<file path="config.mk">
export PLATFORM = sky130hd
export DESIGN_NAME = sr_latch_nor
export DESIGN_NICKNAME = d
export VERILOG_FILES = /design/src/rtl/sr_latch_nor.sv
export SDC_FILE = /design/constraint.sdc
export NUM_CORES = 1
export LEC_CHECK = 0
export BUFFER_PORTS_ARGS = -buffer_cell sky130_fd_sc_hd__buf_4
export CAP_MARGIN = 10
export CORE_ASPECT_RATIO = 0.8
export CORE_MARGIN = 2
export CORE_UTILIZATION = 38
export DETAILED_ROUTE_END_ITERATION = 6
export HOLD_SLACK_MARGIN = 0.02
export PLACE_DENSITY = 0.58
export SYNTH_ARGS = -nofsm -noshare
export SYNTH_HDL_FRONTEND = slang
export SYNTH_SLANG_ARGS = --single-unit
</file>
<file path="constraint.sdc">
create_clock -name clk -period 2.7 [get_ports clk]
set_input_delay 0.27 -clock clk [delete_from_list [all_inputs] [get_ports clk]]
set_output_delay 0.27 -clock clk [all_outputs]
set_load 0.01 [all_outputs]
</file>
<file path="src/rtl/sr_latch_nor.sv">
// sr_latch_nor: a synchronous model of WIDTH independent cross-coupled NOR SR latches.
// Each bit follows the NOR truth table on every rising clk edge. The S=R=1 state
// drives both outputs low. Holding out of that state resolves reset-dominant and
// raises a one-cycle race pulse. A saturating counter and a sticky flag record
// how many times any bit entered the forbidden state.
module sr_latch_nor #(
    parameter int WIDTH = 1,
    parameter int CNT_W = 8
) (
    input  logic             clk,
    input  logic             rst,
    input  logic [WIDTH-1:0] s,
    input  logic [WIDTH-1:0] r,
    output logic [WIDTH-1:0] q,
    output logic [WIDTH-1:0] q_bar,
    output logic [WIDTH-1:0] forbidden,
    output logic [WIDTH-1:0] race,
    output logic             err_sticky,
    output logic [CNT_W-1:0] forbid_cnt
);

    localparam logic [CNT_W-1:0] CNT_MAX = {CNT_W{1'b1}};

    logic [WIDTH-1:0] q_next;
    logic [WIDTH-1:0] q_bar_next;
    logic [WIDTH-1:0] race_next;
    logic [WIDTH-1:0] entry;
    logic [CNT_W-1:0] cnt_next;

    // Per-bit NOR-latch truth table. Both outputs low in the hold case can only come from the forbidden state.
    always_comb begin
        q_next     = q;
        q_bar_next = q_bar;
        race_next  = '0;
        for (int i = 0; i < WIDTH; i++) begin
            unique case ({s[i], r[i]})
                2'b10: begin
                    q_next[i]     = 1'b1;
                    q_bar_next[i] = 1'b0;
                end
                2'b01: begin
                    q_next[i]     = 1'b0;
                    q_bar_next[i] = 1'b1;
                end
                2'b11: begin
                    q_next[i]     = 1'b0;
                    q_bar_next[i] = 1'b0;
                end
                default: begin
                    if (!q[i] && !q_bar[i]) begin
                        q_bar_next[i] = 1'b1;
                        race_next[i]  = 1'b1;
                    end
                end
            endcase
        end
    end

    // A bit enters forbidden when s=r=1 now but it was not forbidden in the previous cycle.
    always_comb begin
        entry = s & r & ~forbidden;
    end

    // Add one per entering bit and stop at all-ones so that the counter never wraps.
    always_comb begin
        cnt_next = forbid_cnt;
        for (int i = 0; i < WIDTH; i++) begin
            if (entry[i] && (cnt_next != CNT_MAX)) begin
                cnt_next = cnt_next + CNT_W'(1);
            end
        end
    end

    // Register all outputs. Reset takes priority and also clears the forbidden history.
    always_ff @(posedge clk) begin
        if (rst) begin
            q          <= '0;
            q_bar      <= '1;
            forbidden  <= '0;
            race       <= '0;
            err_sticky <= 1'b0;
            forbid_cnt <= '0;
        end else begin
            q          <= q_next;
            q_bar      <= q_bar_next;
            forbidden  <= s & r;
            race       <= race_next;
            err_sticky <= err_sticky | (|entry);
            forbid_cnt <= cnt_next;
        end
    end

endmodule

</file>
==> impl_metrics.csv, run 1 <==
group,metric,value,unit
cells_and_area,fill_cells,165,
floorplan,initial_core_util,0.404,
detailed_routing,drt.antenna.violating_nets,0,
cells_and_area,final_common_cell,"buf_4",
power_and_ir_drop,power.total,356,uW
critical_path,cp-endpoint,"forbid_cnt[5]$_SDFFE_PP0P_",
critical_path,path_buf_inv,0,
detailed_routing,drt-initial-drc-count,10,
grt,antenna_found_initial,0,
min_path,hold_path_class,"primary input to flip-flop",
timing,final.period_utilization,0.545,
clock_network,htree_num_levels,1,
critical_path,cp_cell_sequence,"ha_1, nand3_1, nor2_2, nor3_1, mux2_1",
placed_design,dp_slack,1.21,ns
detailed_routing,drc_errors,0,
critical_path,critPathKind,"flip-flop to flip-flop",
clock_network,cts-hold-fix-buffers,0,
clock_network,cts_tree,"yes",
power_and_ir_drop,leakage,0.382,nW
flow_run,cap_violations,0,
cells_and_area,design_area,827,um^2
clock_network,cts_buffer_depth,2,
timing,min_period,1.47,ns
timing,hold_viol,0,
detailed_routing,avgViaCountPerCell,4.88,
yosys,ys_types,25,
grt,grt-ovfl-total,0,
timing,skew,0.00260,ns
cells_and_area,final_cell_mix,"buf_4 (16), nor2_1 (13), dfxtp_1 (13), nor3_1 (6), ha_1 (6)",
cells_and_area,fin_nets,102,
floorplan,die_w,50.5,um
grt,grt_start_max_net_pins,16,
detailed_routing,drt_pass1_iterations,4,
clock_network,clkLatencyLatePin,0.27,ns
placed_design,place_area,801,um^2
timing,setup_slack,1.23,ns
placed_design,port-buffer-count,16,
detailed_routing,wl_per_cell,11.0,um
critical_path,startpoint_type,"flip-flop",
critical_path,setup.worst_path.start,"forbid_cnt[0]$_SDFFE_PP0P_",
floorplan,core_area,1630,um^2
cells_and_area,drive_above_1_share,0.275,
critical_path,rr_startpoint,"forbid_cnt[0]$_SDFFE_PP0P_",
floorplan,fp.dieH,41.2,um
yosys,seq_area_frac_synth,0.396,
critical_path,cp-end-kind,"flip-flop",
critical_path,critical_path.top_delay_family,"simple AND/OR/NAND/NOR gates",
yosys,synth_warnings,0,
cells_and_area,final_util,0.508,
floorplan,io_pins,17,
yosys,syn_nets,82,
timing,max_slew_margin,0.782,
yosys,synth.cell_area,657,um^2
clock_network,root_buffer,"clkbuf_4",
critical_path,r2r_setup_slack,1.23,ns
placed_design,gp_congestion,0.745,
status,outcome,"finished, final reports clean",
grt,grt_usage,0.152,
grt,grt_pass1_wl,2210,um
critical_path,path_max_fanout,4,
critical_path,crit_cells,5,
power_and_ir_drop,powerDensity,431,nW/um^2
critical_path,cpPeakStageDelay,0.35,ns
clock_network,clk_pin_slew,0.07,ns
placed_design,hpwl,964,um
power_and_ir_drop,peakVddDrop,0.392,mV
timing,setup_violations,0,
clock_network,cts_setup_buffers,0,
detailed_routing,vias,551,
critical_path,r2r-end,"forbid_cnt[5]$_SDFFE_PP0P_",
clock_network,cts_buffers,3,
critical_path,crit_path_top_delay_cell,"dfxtp_1",
clock_network,clock-sinks,13,
yosys,syn_inst,72,
clock_network,cts_resized,0,
timing,slew_viol_final,0,
timing,grt_setup_unrepaired,"false",
grt,grt_pass1_vias,502,
timing,finalSetupTns,0,ns
floorplan,fp-row-count,13,
timing,max_freq,680,MHz
critical_path,crit_required,2.86,ns
timing,worstMarginPinSlew,0.325,ns
detailed_routing,wl,1240,um
yosys,postSynthAreaPerCell,9.12,um^2
cells_and_area,syn2layout_area_growth,25.9,%
critical_path,arrival,1.63,ns
critical_path,reg2regPathDepth,5,
floorplan,fp.dieArea,2080,um^2
yosys,ys_ff_latch,13,
cells_and_area,num_antenna_cells,0,
-- flip-flops by register name, summed over array words and instances, names as in the netlist --
register and cells:
err_sticky 1, forbid_cnt 8, forbidden 1, q 1, q_bar 1, race 1
-- worst register-to-register path: cells and delay by family (launching register included) --
family,cells,cell delay [ns]
muxes,1,0.34
adders and majority gates,1,0.26
DFF,1,0.35
and+or+nand+nor,3,0.42
-- how the worst min path moves through the flow --
stage                                 endpoint          startpoint  depth (start not counted)  slack (ns)
finish              forbid_cnt[0]$_SDFFE_PP0P_                 rst                          2        0.28
global route        forbid_cnt[4]$_SDFFE_PP0P_                 rst                          2        0.28
CTS                 forbid_cnt[0]$_SDFFE_PP0P_                 rst                          2        0.28
detailed placement             race$_SDFF_PP0_  q_bar$_SDFFE_PP1P_                          1        0.44
floorplan                      race$_SDFF_PP0_                 rst                          2        0.43
global placement               race$_SDFF_PP0_  q_bar$_SDFFE_PP1P_                          1        0.43
-- area by class of cell --
type / instances / area (um^2) / share of cell area
Multi-Input combinational cell: 53 / 374 / 0.452
Inverter: 5 / 18.8 / 0.0227
Sequential cell: 13 / 260 / 0.315
Timing Repair Buffer: 16 / 120 / 0.145
Tap cell: 22 / 27.5 / 0.0333
Clock buffer: 4 / 26.3 / 0.0318
-- layer usage --
metal  wire (um)  up-vias  global-route usage
met5           0        -                   0
met4          14        0              0.0608
met3          59        2              0.0657
met2         533       10               0.240
met1         634      254               0.185
li1            -      285                   -
-- Yosys cell counts, drive strengths merged --
library cell   n  area [um^2]
and4           1         10.0
nor3           6         30.0
xnor2          1         8.76
nand4          1         12.5
nor3b          1         7.51
nor2b          3         18.8
a21oi          3         15.0
o21ai          1         8.76
nand4b         2         23.8
o31ai          1         7.51
or4            1         7.51
mux2           2         22.5
dfxtp         13          260
xor2           1         8.76
inv            5         18.8
nand3          3         15.0
a211oi         2         20.0
nor2          14         55.1
clkbuf         1         3.75
nand2          2         7.51
mux2i          2         20.0
ha             6         75.1
-- power breakdown --
part / internal (mW) / switching [mW]
clock network: 0.0573 / 0.0569
registers: 0.198 / 0.00517
logic: 0.0193 / 0.0200
-- logic make-up after synthesis --
family | share of synthesized area
DFF | 0.396
muxes | 0.0648
xor gates and xnor gates | 0.0267
and+or+nand+nor | 0.286
adders and majority gates | 0.114
AOI/OAI and AO/OA | 0.0781
buffers and inverters | 0.0343
-- stage by stage --
step	cells	hold slack, ns
after global routing	113	0.277
after global placement	109	0.431
after detailed placement	109	0.443
after CTS	113	0.283
final	113	0.280
after floorplan	72	0.426
(Power assumes the default switching activity.)
==> run 2: changes to the inputs <==
==> constraint.sdc (replaced) <==
create_clock -name clk -period 1.4 [get_ports clk]
set_input_delay 0.14 -clock clk [delete_from_list [all_inputs] [get_ports clk]]
set_output_delay 0.14 -clock clk [all_outputs]
set_load 0.01 [all_outputs]
==> impl_metrics.csv, run 2 (synthesis gave the netlist of run 1 again) <==
group,metric,value,unit
critical_path,startpoint_type,"flip-flop",
timing,worstMarginPinSlew,0.285,ns
clock_network,cts_buffer_depth,2,
placed_design,place_area,838,um^2
clock_network,cts-hold-fix-buffers,0,
critical_path,path_max_fanout,3,
cells_and_area,num_antenna_cells,0,
flow_run,cap_violations,0,
placed_design,port-buffer-count,16,
floorplan,io_pins,17,
power_and_ir_drop,leakage,0.406,nW
floorplan,initial_core_util,0.404,
detailed_routing,vias,560,
critical_path,reg2regPathDepth,4,
clock_network,clk_pin_slew,0.08,ns
cells_and_area,final_common_cell,"buf_4",
placed_design,hpwl,955,um
timing,setup_violations,0,
timing,hold_viol,0,
grt,grt_pass1_vias,486,
detailed_routing,drc_errors,0,
critical_path,path_buf_inv,1,
placed_design,dp_slack,0.00138,ns
timing,skew,0.00615,ns
clock_network,cts_setup_buffers,0,
min_path,holdPathStages,2,
cells_and_area,fin_nets,107,
critical_path,cpPeakStageDelay,0.35,ns
status,outcome,"finished, final reports clean",
floorplan,fp.dieArea,2080,um^2
detailed_routing,drt-initial-drc-count,2,
critical_path,cp-end-kind,"flip-flop",
timing,final.period_utilization,0.941,
clock_network,cts_tree,"yes",
grt,grt_start_max_net_pins,16,
clock_network,root_buffer,"clkbuf_4",
floorplan,core_area,1630,um^2
detailed_routing,drt.antenna.violating_nets,0,
detailed_routing,wl,1280,um
detailed_routing,wl_per_cell,10.9,um
grt,grt-ovfl-total,0,
detailed_routing,avgViaCountPerCell,4.75,
timing,grt_setup_unrepaired,"true",
clock_network,cts_buffers,3,
floorplan,fp-row-count,13,
cells_and_area,design_area,887,um^2
critical_path,arrival,1.49,ns
cells_and_area,largest_reg_flops,8,
timing,setup_slack,0.0824,ns
floorplan,die_w,50.5,um
cells_and_area,syn2layout_area_growth,35.0,%
clock_network,htree_num_levels,1,
critical_path,cp_cell_sequence,"buf_4, nand4b_1, nor3_2, mux2_1",
placed_design,gp_congestion,0.681,
cells_and_area,regMostFlops,"forbid_cnt",
critical_path,critPathKind,"flip-flop to flip-flop",
timing,max_freq,759,MHz
cells_and_area,drive_above_1_share,0.365,
grt,grt_pass1_wl,2090,um
power_and_ir_drop,peakVddDrop,0.562,mV
min_path,hold_path_class,"primary input to flip-flop",
floorplan,fp.dieH,41.2,um
grt,grt_usage,0.148,
critical_path,crit_cells,4,
cells_and_area,final_cell_mix,"buf_4 (21), nor2_1 (13), dfxtp_1 (13), inv_1 (5), ha_1 (5)",
grt,antenna_found_initial,0,
power_and_ir_drop,powerDensity,795,nW/um^2
clock_network,clkLatencyLatePin,0.28,ns
critical_path,crit_path_top_delay_cell,"dfxtp_1",
critical_path,crit_required,1.57,ns
detailed_routing,drt_pass1_iterations,3,
timing,max_slew_margin,0.809,
critical_path,critical_path.top_delay_family,"simple AND/OR/NAND/NOR gates",
timing,slew_viol_final,0,
clock_network,clock-sinks,13,
timing,min_period,1.32,ns
run 2: changes by cell type in the layout (fill, tap and decap cells not counted), sizes merged:
cell	change
buf	+5
run 2: worst paths after layout:
path | slack, ns | end | start
worst max-delay path | 0.08 | forbid_cnt[3]$_SDFFE_PP0P_ | forbid_cnt[0]$_SDFFE_PP0P_
worst min-delay path | 0.14 | forbidden$_SDFF_PP0_ | rst
worst max register to register | 0.08 | forbid_cnt[3]$_SDFFE_PP0P_ | forbid_cnt[0]$_SDFFE_PP0P_
worst min register to register | 0.45 | race$_SDFF_PP0_ | q_bar$_SDFFE_PP1P_
run 2: stage by stage:
step                TNS [ns]  utilization  instances  hold slack (ns)  power [mW]
floorplan                  0            -         72            0.296       0.439
global route         -0.0122        0.545        118            0.139       0.747
finish                     0        0.545        118            0.140       0.705
global placement           0        0.515        114            0.429       0.484
detailed placement         0        0.515        114            0.437       0.484
CTS                        0        0.535        118            0.136       0.719
run 2: report_power, final:
group          switching (mW)  leakage, nW  internal [mW]
clock                   0.119       0.0150          0.111
sequential            0.00828        0.106          0.381
combinational          0.0412        0.285         0.0448
run 2: timing repair:
| action | 4_1_cts | 5_1_grt |
|---|---|---|
| pin swaps | 0 | 2 |
| resized for setup | 1 | 4 |
| endpoints found under the setup margin | 1 | 5 |
run 2: worst reg2reg max path: stages (launching register included):
cell and delay (ns):
dfxtp_1 0.35, buf_4 0.13, nand4b_1 0.20, nor3_2 0.21, mux2_1 0.32
run 2: routing by layer:
metal | track usage | part of all wire | vias up | wire, um
met1 | 0.188 | 0.55 | 251 | 709
met3 | 0.0766 | 0.055 | 2 | 71
met2 | 0.211 | 0.38 | 10 | 487
li1 | - | - | 297 | -
met5 | 0 | 0 | - | 0
met4 | 0.0608 | 0.012 | 0 | 15
run 2: layout make-up:
cell class | instances | area [um^2]
timing repair buffer | 21 | 158
sequential | 13 | 260
multi-input combinational | 53 | 397
fill | 166 | 739
inverter | 5 | 18.8
clock buffer | 4 | 26.3
tap | 22 | 27.5
